===== src/rtl/csa_in_packer_if.sv =====
// csa_in_packer_if: AXI-Stream slave and csa_in FIFO write-port bundle.
// The slave modport is the packer side. It receives the stream and full flag,
// and drives tready, wen and wdata. The master modport is the opposite side.
interface csa_in_packer_if #(
  parameter int AXIS_DATA_WIDTH = 32,
  parameter int CSA_CALC_IN_WIDTH = 40
);
  logic s00_axis_tvalid;
  logic s00_axis_tready;
  logic [AXIS_DATA_WIDTH-1:0] s00_axis_tdata;
  logic s00_axis_tlast;
  logic csa_in_wfull;
  logic csa_in_wen;
  logic [CSA_CALC_IN_WIDTH-1:0] csa_in_wdata;
  modport slave (
    input  s00_axis_tvalid, s00_axis_tdata, s00_axis_tlast, csa_in_wfull,
    output s00_axis_tready, csa_in_wen, csa_in_wdata
  );
  modport master (
    output s00_axis_tvalid, s00_axis_tdata, s00_axis_tlast, csa_in_wfull,
    input  s00_axis_tready, csa_in_wen, csa_in_wdata
  );
endinterface


===== src/rtl/csa_in_packer.sv =====
// csa_in_packer: packs 32-bit stream words into 160-bit groups and emits them as 40-bit csa_in FIFO records.
// Ports: axi_mm_clk and rst_n (synchronous, active-low).
//   s00 carries the stream slave and the FIFO write port.
//   s00_axis_tready_count counts accepted words.
//   s00_axis_tvalid_count counts cycles with tvalid high.
//   csa_in_wen_count counts records written.
//   buffer_data is the live packing buffer.
module csa_in_packer #(
  parameter int AXIS_DATA_WIDTH = 32,
  parameter int CSA_CALC_IN_WIDTH = 40,
  parameter int GROUP_WORDS = 5,
  parameter int GROUP_RECORDS = 4
) (
  input  logic axi_mm_clk,
  input  logic rst_n,
  csa_in_packer_if.slave s00,
  output logic [31:0] s00_axis_tready_count,
  output logic [31:0] s00_axis_tvalid_count,
  output logic [31:0] csa_in_wen_count,
  output logic [GROUP_WORDS*AXIS_DATA_WIDTH-1:0] buffer_data
);
  localparam int BW = GROUP_WORDS * AXIS_DATA_WIDTH;
  typedef enum logic {COLLECT, EMIT} state_t;
  state_t state;
  logic [2:0] word_idx, rec_total;
  logic [1:0] rec_idx;
  logic acc, last_rec, close_grp;
  assign acc = s00.s00_axis_tvalid & s00.s00_axis_tready;
  assign close_grp = word_idx == 3'(GROUP_WORDS - 1) || s00.s00_axis_tlast;
  assign last_rec = {1'b0, rec_idx} == rec_total - 3'd1;
  assign s00.csa_in_wen = state == EMIT && !s00.csa_in_wfull;
  // Record slice stays driven through a FIFO stall; zero outside EMIT.
  assign s00.csa_in_wdata = state == EMIT ?
    CSA_CALC_IN_WIDTH'(buffer_data >> (CSA_CALC_IN_WIDTH * rec_idx)) : '0;
  always_ff @(posedge axi_mm_clk) begin
    if (!rst_n) begin
      state <= COLLECT;
      s00.s00_axis_tready <= 1'b0;
      buffer_data <= '0;
      word_idx <= '0;
      rec_idx <= '0;
      rec_total <= '0;
      s00_axis_tready_count <= '0;
      s00_axis_tvalid_count <= '0;
      csa_in_wen_count <= '0;
    end else begin
      if (s00.s00_axis_tvalid) s00_axis_tvalid_count <= s00_axis_tvalid_count + 32'd1;
      if (acc) s00_axis_tready_count <= s00_axis_tready_count + 32'd1;
      if (s00.csa_in_wen) csa_in_wen_count <= csa_in_wen_count + 32'd1;
      if (state == COLLECT) begin
        s00.s00_axis_tready <= 1'b1;
        if (acc) begin
          // Buffer is all-zero at group start, so OR-ing each word into its slot is enough.
          buffer_data <= buffer_data | (BW'(s00.s00_axis_tdata) << (AXIS_DATA_WIDTH * word_idx));
          word_idx <= word_idx + 3'd1;
          if (close_grp) begin
            s00.s00_axis_tready <= 1'b0;
            // A partial group of w words (4w bytes) fits exactly in w records.
            rec_total <= word_idx == 3'(GROUP_WORDS - 1) ? 3'(GROUP_RECORDS) : word_idx + 3'd1;
            rec_idx <= '0;
            state <= EMIT;
          end
        end
      end else if (s00.csa_in_wen) begin
        if (last_rec) begin
          buffer_data <= '0;
          word_idx <= '0;
          s00.s00_axis_tready <= 1'b1;
          state <= COLLECT;
        end else begin
          rec_idx <= rec_idx + 2'd1;
        end
      end
    end
  end
endmodule

===== src/flat_wrapper.sv =====
// flat-port wrapper written by rule: the top's interface ports become plain ports
module csa_in_packer_flat 
#(
  parameter int AXIS_DATA_WIDTH = 32,
  parameter int CSA_CALC_IN_WIDTH = 40,
  parameter int GROUP_WORDS = 5,
  parameter int GROUP_RECORDS = 4
)
  (axi_mm_clk, rst_n, s00_axis_tready_count, s00_axis_tvalid_count, csa_in_wen_count, buffer_data, s00_s00_axis_tvalid, s00_s00_axis_tdata, s00_s00_axis_tlast, s00_csa_in_wfull, s00_s00_axis_tready, s00_csa_in_wen, s00_csa_in_wdata);
  csa_in_packer_if #(.AXIS_DATA_WIDTH(AXIS_DATA_WIDTH), .CSA_CALC_IN_WIDTH(CSA_CALC_IN_WIDTH)) s00_i ();
  input  logic axi_mm_clk;
  input  logic rst_n;
  output logic [31:0] s00_axis_tready_count;
  output logic [31:0] s00_axis_tvalid_count;
  output logic [31:0] csa_in_wen_count;
  output logic [GROUP_WORDS*AXIS_DATA_WIDTH-1:0] buffer_data;
  input wire logic [$bits(s00_i.s00_axis_tvalid)-1:0] s00_s00_axis_tvalid;
  input wire logic [$bits(s00_i.s00_axis_tdata)-1:0] s00_s00_axis_tdata;
  input wire logic [$bits(s00_i.s00_axis_tlast)-1:0] s00_s00_axis_tlast;
  input wire logic [$bits(s00_i.csa_in_wfull)-1:0] s00_csa_in_wfull;
  output wire logic [$bits(s00_i.s00_axis_tready)-1:0] s00_s00_axis_tready;
  output wire logic [$bits(s00_i.csa_in_wen)-1:0] s00_csa_in_wen;
  output wire logic [$bits(s00_i.csa_in_wdata)-1:0] s00_csa_in_wdata;
  assign s00_i.s00_axis_tvalid = s00_s00_axis_tvalid;
  assign s00_i.s00_axis_tdata = s00_s00_axis_tdata;
  assign s00_i.s00_axis_tlast = s00_s00_axis_tlast;
  assign s00_i.csa_in_wfull = s00_csa_in_wfull;
  assign s00_s00_axis_tready = s00_i.s00_axis_tready;
  assign s00_csa_in_wen = s00_i.csa_in_wen;
  assign s00_csa_in_wdata = s00_i.csa_in_wdata;
  csa_in_packer #(.AXIS_DATA_WIDTH(AXIS_DATA_WIDTH), .CSA_CALC_IN_WIDTH(CSA_CALC_IN_WIDTH), .GROUP_WORDS(GROUP_WORDS), .GROUP_RECORDS(GROUP_RECORDS)) u_core (.axi_mm_clk(axi_mm_clk), .rst_n(rst_n), .s00(s00_i), .s00_axis_tready_count(s00_axis_tready_count), .s00_axis_tvalid_count(s00_axis_tvalid_count), .csa_in_wen_count(csa_in_wen_count), .buffer_data(buffer_data));
endmodule

===== config.mk =====
export PLATFORM = sky130hd
export DESIGN_NAME = csa_in_packer_flat
export DESIGN_NICKNAME = d
export VERILOG_FILES = /design/src/rtl/csa_in_packer_if.sv /design/src/rtl/csa_in_packer.sv /design/src/flat_wrapper.sv
export SDC_FILE = /design/constraint.sdc
export NUM_CORES = 1
export LEC_CHECK = 0
export CAP_MARGIN = 20
export CORE_ASPECT_RATIO = 0.5
export CORE_UTILIZATION = 35
export CTS_CLUSTER_DIAMETER = 30
export DETAILED_ROUTE_END_ITERATION = 7
export GPL_TIMING_DRIVEN = 0
export REMOVE_ABC_BUFFERS = 1
export SETUP_SLACK_MARGIN = 0.1
export SYNTH_ARGS = -nofsm -noshare
export SYNTH_HDL_FRONTEND = slang
export SYNTH_SLANG_ARGS = --single-unit

===== constraint.sdc =====
create_clock -name axi_mm_clk -period 2.7 [get_ports axi_mm_clk]
set_input_delay 0.405 -clock axi_mm_clk [delete_from_list [all_inputs] [get_ports axi_mm_clk]]
set_output_delay 0.405 -clock axi_mm_clk [all_outputs]
set_load 0.01 [all_outputs]

==> qor.yml, run 1 <==
outcome:
  outcome: "finished clean"
global_routing:
  grt_max_degree: 87
  antenna_found_initial: 2
  grt_use_total_pct: 23.2
  grt_pass1_wl_mm: 59.7
  grt_pass1_vias: 10400
  grt_overflow: 0
worst_setup_path:
  arrival_ns: 2.16
  required_ns: 2.30
  cp-start-kind: "flop"
  rr_worst_depth: 8
  cp-end-kind: "output port"
  r2r_slack_ns: 0.20
  path_class: "reg -> out"
  worstReg2RegStart: "u_core.rec_idx[0]$_SDFFE_PN0P_"
  worstReg2RegEnd: "u_core.buffer_data[90]$_SDFFE_PN0P_"
  cp_max_fo: 11
synth:
  postSynthCellCount: 1235
  netlist.area_leader.share_pct: 47.6
  synth.distinct_cells: 41
  yosysWarnings: 0
  synth.cell_area_sq_mm: 0.0112
  synth-seq-cells: 266
  synth_ff_type: "dfxtp_1"
  synth_area_leader_cell: "dfxtp_1"
  synth-async-reset-ratio_pct: 0
  ys_seq_area_share_pct: 47.6
  synth_edf_count: 0
  ys_top_cells_by_area: "dfxtp_1 (48%), a21oi_1 (10%), mux4_2 (8.1%), nor2_1 (6.6%), or4_1 (2.8%)"
  avgSynthCellArea_sq_um: 9.06
worst_hold_path:
  min_path_cells: 3
  hp-class: "in -> reg"
  hold_end: "u_core.s00_axis_tready_count[1]$_SDFFE_PN0P_"
  worstHoldStart: "s00_s00_axis_tvalid"
detailed_routing:
  route.detailed.drc: 0
  post_drt_wl_per_cell_microns: 19.5
  ant_nets: 0
  drt_first_pass_iters: 7
  wl_mm: 39.3
  drtIter0Drc: 674
  vias: 10900
  drt-vias-per-instance: 5.39
floorplanning:
  die_w_microns: 255
  core_area_sq_mm: 0.0309
  floorplan.rows: 45
  start_util_pct: 36.3
  die_h_microns: 128
  pin_count: 335
  die_area_sq_mm: 0.0327
clocking:
  cts_tree: "built"
  cts_sinks: 266
  cts_buffers: 40
  cts_root_buffer: "clkbuf_16"
  clock_latency_ns: 0.52
  clockBufferDepth: 3
  htree_levels: 2
  path_clk_slew_ns: 0.05
timing:
  setup_viol: 0
  maxClockFrequency_ghz: 0.390
  min_period_over_period_pct: 94.9
  timing.hold.ws_ns: 0.432
  relSlewSlack_pct: 27.9
  hold_viol: 0
  grt_setup_unrepaired: "true"
  setup_tns_ns: 0
  fin_skew_ns: 0.0119
  drv_slew: 0
  period_minus_slack_ns: 2.56
  worst_pin_slew_ns: 1.08
power:
  power_frac_clock_pct: 53.1
  share_comb_of_total_power_pct: 5.8
  internal_power_mw: 7.52
  ir_worst_vdd_uv: 360
  power.static_leakage_nw: 5.84
  seqPwrFrac_pct: 41.1
  switchingPower_mw: 2.30
  powerDensity_mw_per_mm2: 591
  sw_frac_of_total_pct: 23.4
final_layout:
  nets: 1608
  final_cell_mix: "clkdlybuf4s50_1 (293), dfxtp_1 (262), a21oi_1 (229)"
  postLayoutCellArea_sq_mm: 0.0166
  drive_gt1_share_pct: 10.5
  layout_commonest_cell: "clkdlybuf4s50_1"
  syn_to_final_growth_pct: 48.6
  utilization_pct: 53.9
job:
  drv_cap: 0
place:
  dpl-instance-area_sq_mm: 0.0150
  dpl.hpwl_mm: 26.3
  routabilityCongestion: 0.842
  io_buffers: 334
-- routing by layer --
metal | vias up | part of all wire, % | wire length [microns] | GRT usage, %
met1 | 5390 | 41 | 16100 | 28.1
met5 | - | 0 | 0 | 0
li1 | 5094 | - | - | -
met4 | 0 | 3.4 | 1340 | 9.97
met3 | 79 | 5.0 | 1970 | 4.49
met2 | 317 | 51 | 19800 | 40.3
-- worst max-delay path by stage --
stage | endpoint | cells after the start | start
2_1_floorplan | u_core.buffer_data[0]$_SDFFE_PN0P_ | 4 | u_core.rec_idx[0]$_SDFFE_PN0P_
3_3_place_gp | u_core.buffer_data[107]$_SDFFE_PN0P_ | 4 | u_core.rec_idx[0]$_SDFFE_PN0P_
4_1_cts | u_core.buffer_data[3]$_SDFFE_PN0P_ | 7 | s00_s00_axis_tvalid
5_1_grt | s00_csa_in_wdata[18] | 5 | u_core.rec_idx[0]$_SDFFE_PN0P_
6_report | s00_csa_in_wdata[10] | 5 | u_core.rec_idx[0]$_SDFFE_PN0P_
3_5_place_dp | u_core.s00_axis_tready_count[26]$_SDFFE_PN0P_ | 5 | s00_s00_axis_tvalid
-- final cells by class --
class	count	area (sq um)
antenna	2	5.00
multi-input combinational	868	5540
sequential	266	5340
tap	423	529
clock buffer	49	1100
timing repair buffer	370	3810
inverter	19	77.6
fill	2848	14200
clock inverter	21	238
-- power by group through the flow --
stage | Combinational, mW | Sequential, mW | Clock, mW
floorplan | 0.221 | 4.14 | 0
global placement | 0.480 | 4.14 | 0
detailed placement | 0.534 | 4.13 | 0
CTS | 0.557 | 4.04 | 5.32
global route | 0.611 | 4.04 | 5.51
finish | 0.568 | 4.04 | 5.21
-- kinds of logic after synthesis --
family,after synthesis,share of synthesized area [%]
and+or+nand+nor,483,22.5
AOI/OAI and AO/OA,300,14.5
DFF,266,47.6
buffers and inverters,104,3.78
muxes,43,8.32
xor gates and xnor gates,33,2.58
adders and majority gates,6,0.671
-- worst max-delay path, cell delays in order (launching register included) --
cell,delay [ns]
dfxtp_4,0.40
buf_16,0.16
buf_12,0.12
mux4_2,0.47
and2_1,0.17
dlygate4sd2_1,0.29
-- sequential cells by signal, indices dropped and copies added, names as in the netlist --
signal,cells
u_core.buffer_data,160
u_core.csa_in_wen_count,32
u_core.s00_axis_tready_count,32
u_core.s00_axis_tvalid_count,32
u_core.rec_total,3
u_core.word_idx,3
u_core.rec_idx,2
u_core.s00.s00_axis_tready,1
u_core.state,1
-- what timing repair did --
| item | in CTS | in global routing |
|---|---|---|
| cloned | 4 | 1 |
| setup endpoints to repair | 218 | 131 |
| pin swaps | 2 | 3 |
| buffers inserted | 8 | 9 |
| gates resized for setup | 61 | 14 |
| hold buffers | 0 | 0 |
| hold endpoints to repair | 0 | 0 |
-- cells in the mapped netlist (6+ instances only) --
| library cell | n |
|---|---|
| o31ai_1 | 38 |
| mux4_2 | 40 |
| xor2_1 | 20 |
| nor3_1 | 9 |
| and2_1 | 44 |
| dfxtp_1 | 266 |
| and4_1 | 14 |
| nand3_1 | 26 |
| nor2b_1 | 32 |
| ha_1 | 6 |
| clkbuf_1 | 62 |
| or4_1 | 42 |
| xnor2_1 | 13 |
| nand2b_1 | 6 |
| buf_2 | 20 |
| nor2_1 | 196 |
| or3_1 | 23 |
| inv_1 | 17 |
| a21oi_1 | 229 |
| nand2_1 | 38 |
| and3_1 | 7 |
| o21ai_0 | 24 |
| nand4_1 | 32 |
-- per-stage QoR --
stage | worst slack [ns] | instances | power [mW]
4_1_cts | 0.105 | 2006 | 9.92
3_3_place_gp | -5.27 | 1907 | 4.62
6_report | 0.138 | 2018 | 9.82
3_5_place_dp | -0.696 | 1924 | 4.66
2_1_floorplan | -2.85 | 1150 | 4.36
5_1_grt | 0.0763 | 2018 | 10.2
No activity file was read; power rests on OpenSTA's default activity.
==> run 2, diff against run 1 <==
- CORE_ASPECT_RATIO: 0.5 -> default
==> run 2 against run 1 <==
Compared with the run above:
- highest routed layer unchanged
- critical path type unchanged
- worst hold slack better by 0.022 ns
- largest power group unchanged
- non-clock buffer count fell by 1
- first-iteration DRC count grew 11%
- register-to-register slack gained 0.09 ns
==> qor.yml, run 2 (synthesis results as in run 1) <==
clocking:
  htree_levels: 3  # was 2
  cts_buffers: 67  # was 40
  cts_sinks: 266  # unchanged
  path_clk_slew_ns: 0.04  # was 0.05 ns
  clockBufferDepth: 3  # unchanged
  cts_root_buffer: "clkbuf_16"  # unchanged
  clock_latency_ns: 0.55  # was 0.52 ns
  cts_tree: "built"  # unchanged
floorplanning:
  die_area_sq_mm: 0.0327  # about the same
  floorplan.rows: 65  # was 45
  start_util_pct: 35.6  # was 36.3%
  pin_count: 335  # unchanged
  die_h_microns: 181  # was 128 microns
  die_w_microns: 181  # was 255 microns
  core_area_sq_mm: 0.0315  # was 0.0309 sq mm
place:
  io_buffers: 334  # unchanged
  dpl.hpwl_mm: 25.0  # was 26.3 mm
  dp_cells: 1906  # was 1924
  routabilityCongestion: 0.801  # was 0.842
worst_setup_path:
  cp_max_fo: 5  # was 11
  arrival_ns: 2.14  # was 2.16 ns
  path_class: "reg -> out"  # unchanged
  cp_slowest_cell: "mux4_2"  # unchanged
  required_ns: 2.30  # about the same
  slowest_delay_ns: 0.48  # was 0.47 ns
  cp-start-kind: "flop"  # unchanged
  rr_worst_depth: 7  # was 8
  crit_chain: "buf_12 > buf_16 > mux4_2 > and2_1 > dlygate4sd2_1"  # was buf_16 > buf_12 > mux4_2 > and2_1 > dlygate4sd2_1
  cp-end-kind: "output port"  # unchanged
power:
  powerDensity_mw_per_mm2: 707  # was 591 mW/mm^2
  internal_power_mw: 9.63  # was 7.52 mW
  sw_frac_of_total_pct: 22.5  # was 23.4%
  share_comb_of_total_power_pct: 4.8  # was 5.8%
  power_frac_clock_pct: 62.7  # was 53.1%
  finalPower_mw: 12.4  # was 9.82 mW
  power.static_leakage_nw: 6.23  # was 5.84 nW
  seqPwrFrac_pct: 32.6  # was 41.1%
  switchingPower_mw: 2.79  # was 2.30 mW
  ir_worst_vdd_uv: 610  # was 360 uV
timing:
  relSlewSlack_pct: 30.1  # was 27.9%
  drv_slew: 0  # unchanged
  maxClockFrequency_ghz: 0.393  # was 0.390 GHz
  hold_viol: 0  # unchanged
  fin_skew_ns: 0.0304  # was 0.0119 ns
  setup_viol: 0  # unchanged
  min_period_over_period_pct: 94.2  # was 94.9%
  grt_setup_unrepaired: "true"  # unchanged
  period_minus_slack_ns: 2.54  # was 2.56 ns
  timing.hold.ws_ns: 0.455  # was 0.432 ns
  worst_pin_slew_ns: 1.05  # was 1.08 ns
job:
  drv_cap: 0  # unchanged
final_layout:
  syn_to_final_growth_pct: 57.1  # was 48.6%
  drive_gt1_share_pct: 12.5  # was 10.5%
  final_cell_mix: "clkdlybuf4s50_1 (293), dfxtp_1 (262), a21oi_1 (229)"  # unchanged
  insertedDiodeCount: 0  # was 2
  layout_commonest_cell: "clkdlybuf4s50_1"  # unchanged
  largest_reg_flops: 160  # unchanged
  largest_register: "u_core.buffer_data"  # unchanged
  nets: 1634  # was 1608
  layoutNonFillerInstCount: 2044  # was 2018
detailed_routing:
  drt-vias-per-instance: 5.35  # was 5.39
  route.detailed.drc: 0  # unchanged
  post_drt_wl_per_cell_microns: 20.0  # was 19.5 microns
  drtIter0Drc: 748  # was 674
  vias: 10900  # about the same
  ant_nets: 0  # unchanged
  wl_mm: 40.8  # was 39.3 mm
  drt_first_pass_iters: 4  # was 7
global_routing:
  grt_overflow: 0  # unchanged
  global_route.usage.met3_pct: 8.71  # was 4.49%
  grt_pass1_vias: 10500  # was 10400
  met1_usage_pct: 28.8  # was 28.1%
  busiest_layer: "met2"  # unchanged
  grt_pass1_wl_mm: 61.0  # was 59.7 mm
  grt_max_degree: 88  # was 87
  grt_use_total_pct: 23.8  # was 23.2%
  grt_util_met2_pct: 38.5  # was 40.3%
  antenna_found_initial: 0  # was 2
worst_hold_path:
  hp-class: "reg -> reg"  # was in -> reg
  min_path_cells: 2  # was 3
outcome:
  outcome: "finished clean"  # unchanged
[run 2: per-layer routing]
metal | wire length [microns] | part of all wire (%)
met1 | 17300 | 42
met2 | 18900 | 46
met3 | 3920 | 9.6
met4 | 718 | 1.8
met5 | 0 | 0
[run 2: critical path, delay by kind of cell, from the launching register on]
family / cells / cell delay (ns)
buffers and inverters: 3 / 0.58
and+or+nand+nor: 1 / 0.16
DFF: 1 / 0.39
muxes: 1 / 0.48
[run 2: stage by stage]
stage	setup WS [ns]	instance area [sq um]	setup TNS [ns]	utilization (%)
final	0.158	17600	0	55.8
after global routing	0.0932	17600	0	55.8
after CTS	0.0671	17500	0	55.6
after detailed placement	-0.697	15000	-73.12	47.8
after global placement	-5.45	14700	-995.23	46.7
after floorplan	-2.85	10800	-475.18	-
[run 2: final cells by class]
type | count | area (sq um)
clock inverters | 22 | 245
inverters | 19 | 73.8
well taps | 402 | 503
multi-input cells | 868 | 5520
repair buffers | 369 | 3920
flip-flops and latches | 266 | 5340
clock buffers | 98 | 1990
fillers | 2787 | 13900
[run 2: what timing repair did]
action                                  in CTS  in global routing
pin swaps                                    0                  2
gates cloned                                 5                  5
endpoints found under the setup margin     229                128
gates resized for setup                     84                 14
hold buffers                                 0                  0
buffers inserted                             8                  0
[run 2: worst paths after layout]
path	slack, ns	start	endpoint
min	0.45	u_core.rec_total[1]$_SDFFE_PN0P_	u_core.rec_total[1]$_SDFFE_PN0P_
max reg2reg	0.29	u_core.rec_total[0]$_SDFFE_PN0P_	u_core.buffer_data[19]$_SDFFE_PN0P_
min reg2reg	0.45	u_core.rec_total[1]$_SDFFE_PN0P_	u_core.rec_total[1]$_SDFFE_PN0P_
max	0.16	u_core.rec_idx[0]$_SDFFE_PN0P_	s00_csa_in_wdata[25]
[run 2: power by group through the flow]
stage | sequential [mW] | combinational [mW] | clock (mW)
final | 4.05 | 0.590 | 7.78
after global routing | 4.05 | 0.633 | 8.12
after CTS | 4.05 | 0.579 | 7.88
after detailed placement | 4.12 | 0.544 | 0
after global placement | 4.14 | 0.486 | 0
after floorplan | 4.14 | 0.221 | 0
==> run 3, diff against run 2 <==
- CTS_CLUSTER_DIAMETER: 30 -> default
==> run 3 against run 2 <==
Compared with the run above:
- clock skew down 0.020 ns
- utilization down 3.4 points
- global-route usage down 0.55 points
- via count down 1.9%
- cell count down 2.3%
- flip-flop and latch count unchanged
- sequential share of layout area up 1.9 points
- first-iteration DRC count down 2.0%
- setup slack worse by 0.089 ns
- critical path type unchanged
- non-clock buffer count up 17
- cell area down 6.0%
- worst hold slack worse by 0.0018 ns
==> qor.yml, run 3 (synthesis results as in run 1) <==
timing:
  setup_tns_ns: 0  # unchanged
  relSlewSlack_pct: 28.0  # was 30.1%
  min_period_over_period_pct: 97.5  # was 94.2%
  grt_setup_unrepaired: "true"  # unchanged
  hold_viol: 0  # unchanged
  fin_skew_ns: 0.0106  # was 0.0304 ns
  period_minus_slack_ns: 2.63  # was 2.54 ns
  setup_viol: 0  # unchanged
  setup_slack_ns: 0.0686  # was 0.158 ns
  maxClockFrequency_ghz: 0.380  # was 0.393 GHz
  worst_pin_slew_ns: 1.08  # was 1.05 ns
  drv_slew: 0  # unchanged
  timing.hold.ws_ns: 0.453  # was 0.455 ns
clocking:
  cts_tree: "built"  # unchanged
  clockBufferDepth: 3  # unchanged
  postCtsHoldBufs: 0  # unchanged
  clock_latency_ns: 0.55  # about the same
  path_clk_slew_ns: 0.06  # was 0.04 ns
  htree_levels: 1  # was 3
  cts_root_buffer: "clkbuf_16"  # unchanged
  cts_sinks: 266  # unchanged
  cts_buffers: 30  # was 67
final_layout:
  nets: 1614  # was 1634
  largest_register: "u_core.buffer_data"  # unchanged
  syn_to_final_growth_pct: 47.6  # was 57.1%
  largest_reg_flops: 160  # unchanged
  multiInputGateArea_sq_mm: 0.00554  # was 0.00552 sq mm
  insertedDiodeCount: 0  # unchanged
  seqCellArea_sq_mm: 0.00534  # unchanged
  n_fill_cell: 2870  # was 2787
  layout_commonest_cell: "clkdlybuf4s50_1"  # unchanged
  final_cell_mix: "clkdlybuf4s50_1 (293), dfxtp_1 (262), a21oi_1 (229)"  # unchanged
  postLayoutCellArea_sq_mm: 0.0165  # was 0.0176 sq mm
  drive_gt1_share_pct: 12.8  # was 12.5%
global_routing:
  antenna_found_initial: 0  # unchanged
  grt_use_total_pct: 23.2  # was 23.8%
  grt_pass1_wl_mm: 60.2  # was 61.0 mm
  grt_overflow: 0  # unchanged
  grt_pass1_vias: 10100  # was 10500
  grt_max_degree: 88  # unchanged
worst_setup_path:
  cp_max_fo: 6  # was 5
  arrival_ns: 2.23  # was 2.14 ns
  path_class: "reg -> out"  # unchanged
  cp-start-kind: "flop"  # unchanged
  rr_worst_depth: 7  # unchanged
  cp-end-kind: "output port"  # unchanged
  required_ns: 2.30  # about the same
detailed_routing:
  wl_mm: 39.6  # was 40.8 mm
  post_drt_wl_per_cell_microns: 19.8  # was 20.0 microns
  route.detailed.drc: 0  # unchanged
  drtIter0Drc: 733  # was 748
  drt-vias-per-instance: 5.38  # was 5.35
  vias: 10700  # was 10900
  drt_first_pass_iters: 5  # was 4
  ant_nets: 0  # unchanged
power:
  ir_worst_vdd_uv: 377  # was 610 uV
  power.static_leakage_nw: 5.78  # was 6.23 nW
  powerDensity_mw_per_mm2: 533  # was 707 mW/mm^2
  finalPower_mw: 8.81  # was 12.4 mW
worst_hold_path:
  hp-class: "reg -> reg"  # unchanged
  min_path_cells: 2  # unchanged
floorplanning:
  start_util_pct: 35.6  # unchanged
  floorplan.rows: 65  # unchanged
  die_h_microns: 181  # unchanged
  core_area_sq_mm: 0.0315  # unchanged
  pin_count: 335  # unchanged
  die_area_sq_mm: 0.0327  # unchanged
  die_w_microns: 181  # unchanged
place:
  routabilityCongestion: 0.801  # unchanged
  dpl-instance-area_sq_mm: 0.0150  # unchanged
  dpl.hpwl_mm: 25.0  # unchanged
  post-place-ws_ns: -0.697  # unchanged
  io_buffers: 334  # unchanged
job:
  drv_cap: 0  # unchanged
outcome:
  outcome: "finished clean"  # unchanged
==> run 3: worst max-delay path, stage by stage, from the launching register on <==
cell,delay (ns)
dfxtp_4,0.45
buf_6,0.13
buf_12,0.11
buf_16,0.13
buf_6,0.11
mux4_2,0.49
and2_4,0.15
buf_6,0.11
==> run 3: through the flow <==
stage / instances / util (%)
floorplan: 1150 / -
global route: 1996 / 52.5
detailed placement: 1906 / 47.8
global placement: 1886 / 46.7
finish: 1996 / 52.5
CTS: 1994 / 52.1
==> run 3: power breakdown <==
group | leakage (nW) | switching [mW] | total, mW | internal (mW)
Sequential | 2.15 | 0.0575 | 4.03 | 3.97
Combinational | 3.12 | 0.310 | 0.608 | 0.298
Clock | 0.512 | 1.68 | 4.17 | 2.49
Total | 5.78 | 2.04 | 8.81 | 6.76
==> run 3: what timing repair did <==
item / in CTS / in global routing
pin swaps: 9 / 3
hold endpoints to repair: 0 / 0
gates cloned: 8 / 2
resized for setup: 171 / 31
buffers inserted: 25 / 1
setup endpoints to repair: 228 / 133
==> run 3: cell type report <==
cell class	instances	area share, %
tap	402	3.05
clock buffer	43	5.45
multi-input combinational	868	33.6
sequential	266	32.3
clock inverter	12	0.667
inverter	19	0.447
timing repair buffer	386	24.5
==> run 3: per-layer routing <==
metal | global-route usage (%) | up-vias | part of all wire, %
met3 | 7.96 | 44 | 9.5
met1 | 29.3 | 5225 | 42
met4 | 5.64 | 0 | 1.9
met5 | 0 | - | 0
li1 | - | 5113 | -
met2 | 37.9 | 357 | 46
==> run 3: final timing paths <==
| kind | slack (ns) | startpoint | to |
|---|---|---|---|
| worst max-delay path | 0.07 | u_core.rec_idx[0]$_SDFFE_PN0P_ | s00_csa_in_wdata[8] |
| worst min-delay path | 0.45 | u_core.rec_total[1]$_SDFFE_PN0P_ | u_core.rec_total[1]$_SDFFE_PN0P_ |
| worst max register to register | 0.27 | u_core.rec_total[0]$_SDFFE_PN0P_ | u_core.buffer_data[28]$_SDFFE_PN0P_ |
| worst min register to register | 0.45 | u_core.rec_total[1]$_SDFFE_PN0P_ | u_core.rec_total[1]$_SDFFE_PN0P_ |
